## src/rtl/instr_fetch_unit.sv

```systemverilog
// -----------------------------------------------------------------------------
// instr_fetch_unit
//   Front-end sequencer. Holds the program counter, reads a synchronous
//   instruction memory (1-cycle read latency) and hands each word to the decode
//   stage under a valid/ready handshake. Branch redirects are taken on accept.
//   The program ends when a HALT_WORD or the word at LAST_ADDR is accepted
//   without a branch.
//
//   Fetch cadence: REQ (address out) -> WAIT (data returns) -> VALID (held).
//   The cadence gives one instruction per 3 cycles at best.
//
// Ports:
//   clk            rising-edge clock
//   reset_n        asynchronous active-low reset
//   start          pulse; starts fetching at START_ADDR (IDLE/DONE only)
//   imem_addr      instruction memory read address (always equals pc)
//   imem_rdata     instruction memory data, one cycle after imem_addr
//   instr          instruction word to the decoder, stable while instr_valid
//   instr_valid    instr holds a fetched word
//   instr_ready    decoder accepts instr this cycle
//   branch_taken   accepted instruction redirects the PC (sampled on accept)
//   branch_target  absolute redirect address (sampled on accept)
//   pc             address of the word in instr / being fetched
//   done           program finished; held until start or reset
//   retired_count  (IFU_RETIRE_COUNT_EN only) saturating count of accepts
//                  since the last honoured start
//
// Optional feature macro: IFU_RETIRE_COUNT_EN
// -----------------------------------------------------------------------------
module instr_fetch_unit #(
   parameter int unsigned     PC_W       = 10,
   parameter int unsigned     IW         = 9,
   parameter logic [PC_W-1:0] START_ADDR = '0,
   parameter logic [PC_W-1:0] LAST_ADDR  = '1,
   parameter logic [IW-1:0]   HALT_WORD  = '1
) (
   input  logic            clk,
   input  logic            reset_n,
   input  logic            start,
   output logic [PC_W-1:0] imem_addr,
   input  logic [IW-1:0]   imem_rdata,
   output logic [IW-1:0]   instr,
   output logic            instr_valid,
   input  logic            instr_ready,
   input  logic            branch_taken,
   input  logic [PC_W-1:0] branch_target,
   output logic [PC_W-1:0] pc,
   output logic            done
`ifdef IFU_RETIRE_COUNT_EN
   ,
   output logic [31:0]     retired_count
`endif
);

   typedef enum logic [2:0] {
      S_IDLE,
      S_REQ,
      S_WAIT,
      S_VALID,
      S_DONE
   } state_t;

   state_t          state_q;
   logic [PC_W-1:0] pc_q;
   logic [IW-1:0]   instr_q;
   logic            valid_q;
   logic            done_q;

   logic            accept;
   logic [PC_W-1:0] pc_inc_d;

   // valid_q is only ever high in VALID, so it doubles as the state qualifier
   assign accept   = valid_q && instr_ready;
   // Natural PC_W-bit wrap: the top address rolls over to 0
   assign pc_inc_d = pc_q + PC_W'(1);

   always_ff @(posedge clk or negedge reset_n) begin
      if (!reset_n) begin
         state_q <= S_IDLE;
         pc_q    <= START_ADDR;
         instr_q <= '0;
         valid_q <= 1'b0;
         done_q  <= 1'b0;
      end else begin
         case (state_q)
            S_IDLE: begin
               if (start) begin
                  pc_q    <= START_ADDR;
                  state_q <= S_REQ;
               end
            end
            // imem_addr is pc_q; memory samples it at the end of this cycle
            S_REQ: begin
               state_q <= S_WAIT;
            end
            S_WAIT: begin
               instr_q <= imem_rdata;
               valid_q <= 1'b1;
               state_q <= S_VALID;
            end
            S_VALID: begin
               if (accept) begin
                  valid_q <= 1'b0;
                  // Halt outranks both a branch and the last-address stop
                  if (instr_q == HALT_WORD) begin
                     done_q  <= 1'b1;
                     state_q <= S_DONE;
                  end else if (branch_taken) begin
                     pc_q    <= branch_target;
                     state_q <= S_REQ;
                  end else if (pc_q == LAST_ADDR) begin
                     done_q  <= 1'b1;
                     state_q <= S_DONE;
                  end else begin
                     pc_q    <= pc_inc_d;
                     state_q <= S_REQ;
                  end
               end
            end
            S_DONE: begin
               if (start) begin
                  done_q  <= 1'b0;
                  pc_q    <= START_ADDR;
                  state_q <= S_REQ;
               end
            end
            default: begin
               state_q <= S_IDLE;
            end
         endcase
      end
   end

   assign imem_addr   = pc_q;
   assign pc          = pc_q;
   assign instr       = instr_q;
   assign instr_valid = valid_q;
   assign done        = done_q;

`ifdef IFU_RETIRE_COUNT_EN
   logic [31:0] ret_cnt_q;
   logic        start_ok;

   assign start_ok = start && ((state_q == S_IDLE) || (state_q == S_DONE));

   always_ff @(posedge clk or negedge reset_n) begin
      if (!reset_n) begin
         ret_cnt_q <= '0;
      end else if (start_ok) begin
         ret_cnt_q <= '0;
      end else if (accept && (ret_cnt_q != 32'hFFFF_FFFF)) begin
         ret_cnt_q <= ret_cnt_q + 32'd1;
      end
   end

   assign retired_count = ret_cnt_q;
`endif

endmodule

```

## config.mk

```make
export PLATFORM = sky130hd
export DESIGN_NAME = instr_fetch_unit
export DESIGN_NICKNAME = d
export VERILOG_FILES = /design/src/rtl/instr_fetch_unit.sv
export SDC_FILE = /design/constraint.sdc
export NUM_CORES = 1
export LEC_CHECK = 0
export CORE_MARGIN = 3
export CORE_UTILIZATION = 47
export DETAILED_ROUTE_END_ITERATION = 7
export PLACE_DENSITY_LB_ADDON = 0.25
export SETUP_SLACK_MARGIN = 0.4
export SYNTH_ARGS = -nofsm -noshare
export SYNTH_HDL_FRONTEND = slang
export SYNTH_SLANG_ARGS = --single-unit
```

## constraint.sdc

```tcl
create_clock -name clk -period 5.82 [get_ports clk]
set_input_delay 1.164 -clock clk [delete_from_list [all_inputs] [get_ports clk]]
set_output_delay 1.164 -clock clk [all_outputs]
set_load 0.01 [all_outputs]
```

Yosys cells after proc, flatten, opt, wreduce, memory -nomap -nowiden. Index checks and enable logic that the tools add are counted.

Multiplexer cells: 20. Equality and inequality tests: 13. Reduce and logical (&&, ||, !) cells: 10. $add $sub $neg: 1.

Operator list (count): $mux 10 (5); $pmux 10 s2 (1); $mux 3 (5); $pmux 3 s4 (1); $add 10x1->10 const B (1); $eq 10x10->1 const B (1); $reduce_and 5->1 (2); $eq 9x9->1 const B (1); $ne 3x3->1 const B (3); $eq 3x2->1 const B (2); $mux 1 (6); $ne 2x2->1 const B (3); $reduce_bool 2->1 (3); $pmux 1 s2 (2); $reduce_and 2->1 (2); $eq 3x1->1 const B (1); $eq 3x3->1 const B (1); $logic_not 3->1 (1); $ne 2x1->1 const B (1); $reduce_or 2->1 (1); $logic_and 1x1->1 (1).

Output and inout bits: 31. Input bits: 24. Flip-flop bits (word level): 24.

Logic depth before layout (Yosys ltp).
Word-level depth: 6. Mapped depth: 6. Gate-level depth less buffers: 5.

Worst setup path after synthesis. No wires, ideal clock.

Path type: in2reg. Start point: input branch_taken. End point: register pc_q[0] (netlist: imem_addr[0]). Stages: 5. Buffers on the path: 1. Setup slack: 3.350 ns. Library setup time: 0.125 ns. Arrival: 2.345 ns. Cell sequence: buf_2 > nand4b_1 > nor4_4 > a211oi_4 > mux2_2.

Longest elaborated chain between the ends: 4. Elaborated cells on any way between the ends: 6. Classes of those cells: eq/ne: 1; mux: 4; reduce/logical: 1.

Ends and longest elaborated chain: start, declared (RTL line 45) `input logic branch_taken,`; $mux 10 (RTL line 108) `end else if (branch_taken) begin`; $mux 10 (RTL line 105) `if (instr_q == HALT_WORD) begin`; $mux 10 (RTL line 102) `if (accept) begin`; $pmux 10 s2 (RTL line 85) `case (state_q)`; end signal, assigned (RTL line 109) `pc_q <= branch_target;`; end signal, assigned (RTL line 115) `pc_q <= pc_inc_d;`; end, declared (RTL line 64) `logic [PC_W-1:0] pc_q;`.

Several ways; a longest one is shown, not always the timed one. The select of a mux whose other input is x is not followed. A chain may end at the register's enable or synchronous reset.

Final worst setup path.
Start point: input branch_taken. End point: register pc_q[6] (netlist: imem_addr[6]).

The elaborated chain is that of the path after synthesis.

==> impl_metrics.ini <==
[finish]
drive_gt1_share_pct = 13.7
fillers = 232
diodes = 0
fin_util_pct = 69.7
area_growth_pct = 36.6
final_cells = 221
fin_nets = 216

[synth]
synth_most_common_cell = dfrtp_1
yosysTopAreaCell = dfrtp_1
netlist.area_leader.share_pct = 41.2
async_flop_share_pct = 100
synth_area_leaders = dfrtp_1 (41%), mux2_2 (10%), buf_4 (5.7%), mux2i_1 (4.8%), inv_1 (3.1%)
synth_edf_count = 0
synth_top_cells_by_count = dfrtp_1 (24), mux2_2 (13), inv_1 (12)
ys_ff_latch = 24
avgSynthCellArea_sq_um = 9.98
synth_cells = 146
netlist_area_sq_um = 1460
yosysSeqAreaShare_pct = 41.2
syn_nets = 171
ys_warn_count = 0
synth_ff_type = dfrtp_1
synth_cell_type_count = 41

[clock_tree]
postCtsSetupBuffers = 0
cts-root-buf = clkbuf_4
clock_path_buffers = 2
clkTransAtPathRegs_ps = 140
ctsResizeCount = 0
insertion_delay_ps = 320
cts_sinks = 24
cts_tree = built
numCtsBuffers = 3
htreeDepth = 1
holdBufCountCts = 0

[pwr]
power_uw = 1020
power.leakage_uw = 0.000806
power.density_nw_per_um2 = 511
ir_drop_uv = 299

[timing]
finalSetupViolCount = 0
clock_skew_ps = 4.81
final.min_clock_period_ps = 3080
slew_headroom_pct = 24.5
finalSetupTns_ps = 0
slew_viol_final = 0
rsz0062_at_grt = no
hold_viol = 0
tightestPinTransition_ps = 1130
hold_ws_ps = 528
period_share_pct = 52.9
fmax_ghz = 0.325

[global_route]
grt_pass1_vias = 1196
antenna_found_initial = 0
grt_pass1_wl_um = 5600
grt-ovfl-total = 0
grt_use_total_pct = 19.7
grt_start_max_net_pins = 25

[floorplan]
ioPinCount = 55
rows = 19
dieArea_sq_um = 3800
die_w_um = 61.7
core_region_area_sq_um = 2850
die_y_um = 61.7
start_util_pct = 51.1

[placed_design]
port_buffers = 54
dp_hpwl_um = 2590
place_inst = 217
place.gp.congestion = 0.797

[setup_path]
r2r-end = imem_addr[6]
setup.reg_to_reg.worst_slack_ps = 3230
critPathMaxFanout = 17
cp-end-kind = flip-flop
start_kind = input pin
r2r-start = state_q[1]
cp.arrival_ps = 3300
r2r_cells = 4
crit_type = in2reg
critPathRequiredTime_ps = 6040

[routing]
dr.pass1.iters = 4
wirelength_um = 3530
routed-via-count = 1277
first_iter_violations = 77
wire_per_inst_um = 16.0
ant_nets = 0
drc = 0
routed_via_density = 5.78

[run]
max_cap_violations = 0

[outcome]
status = completed

[worst_hold_path]
holdPathEnd = done
min_delay_path_depth = 2
min_path_type = reg2reg
hp-start = done
==> layout make-up <==
type	instances	area [sq um]	area share, %
Clock inverter	1	30.0	1.51
Multi-Input combinational cell	95	704	35.4
Tap cell	31	38.8	1.95
Sequential cell	24	601	30.2
Clock buffer	3	22.5	1.13
Timing Repair Buffer	55	548	27.5
Inverter	12	45.0	2.26
==> logic make-up (layout without fill, tap and decap cells) <==
logic type      after synthesis  after routing  synth area share (%)
simple gates                 39             39                  15.2
compound gates               32             32                  15.6
buf+inv                      27             71                  10.4
flops                        24             24                  41.2
mux                          20             20                  14.9
xor+xnor                      3              3                  1.80
fa+ha+maj                     1              1                 0.859
==> worst max-delay path, stage by stage <==
cell	delay, ps
clkdlybuf4s50_1	860
nand4b_1	260
nor4_4	80
a211oi_4	530
mux2_2	400
==> flip-flops by register name (all words and copies together), names as in the netlist <==
name	cells
instr_valid	1
state_q	3
done	1
instr	9
imem_addr	10
==> worst max-delay path by stage <==
stage / start / to / slack [ps] / cells past startpoint
3_5_place_dp: branch_taken / imem_addr[1] / 2430 / 5
3_3_place_gp: branch_taken / imem_addr[2] / 2520 / 5
5_1_grt: branch_taken / imem_addr[0] / 2670 / 5
2_1_floorplan: branch_taken / imem_addr[0] / 3350 / 5
6_report: branch_taken / imem_addr[6] / 2740 / 5
4_1_cts: branch_taken / imem_addr[1] / 2780 / 5
==> stage by stage <==
stage | area (sq um) | setup WS [ps]
final | 1990 | 2740
after global routing | 1990 | 2670
after CTS | 1990 | 2780
after detailed placement | 1940 | 2430
after global placement | 1940 | 2520
after floorplan | 1460 | 3350
==> per-layer routing <==
metal | vias to the layer above | share of wire (%) | wire [um] | global-route usage (%)
met2 | 49 | 48 | 1710 | 31.1
li1 | 610 | - | - | -
met5 | - | 0 | 0 | 0
met4 | 0 | 0.88 | 31 | 5.76
met3 | 4 | 6.0 | 211 | 3.56
met1 | 614 | 45 | 1580 | 27.5
==> cells in the final DEF (no fill, tap or decap), types with 2 or more instances in the layout <==
master	instances
clkbuf_4	3
or4_1	2
o22ai_1	2
mux2_2	13
nand2_1	9
xnor2_1	2
a31o_2	2
a21oi_1	7
o21ai_0	6
nor3_1	4
mux2i_1	7
nand3_1	3
nor4_1	3
nand4_1	2
nor3b_1	2
dfrtp_1	24
inv_1	12
nor2_1	8
o31ai_1	4
a31oi_1	2
clkdlybuf4s50_1	54
==> where the power goes <==
| group | total (uW) | internal, uW | switching, uW |
|---|---|---|---|
| combinational | 561 | 321 | 240 |
| clock | 123 | 69.6 | 53.7 |
| sequential | 332 | 240 | 92.1 |
| total | 1020 | 631 | 386 |
(Power assumes the default switching activity.)
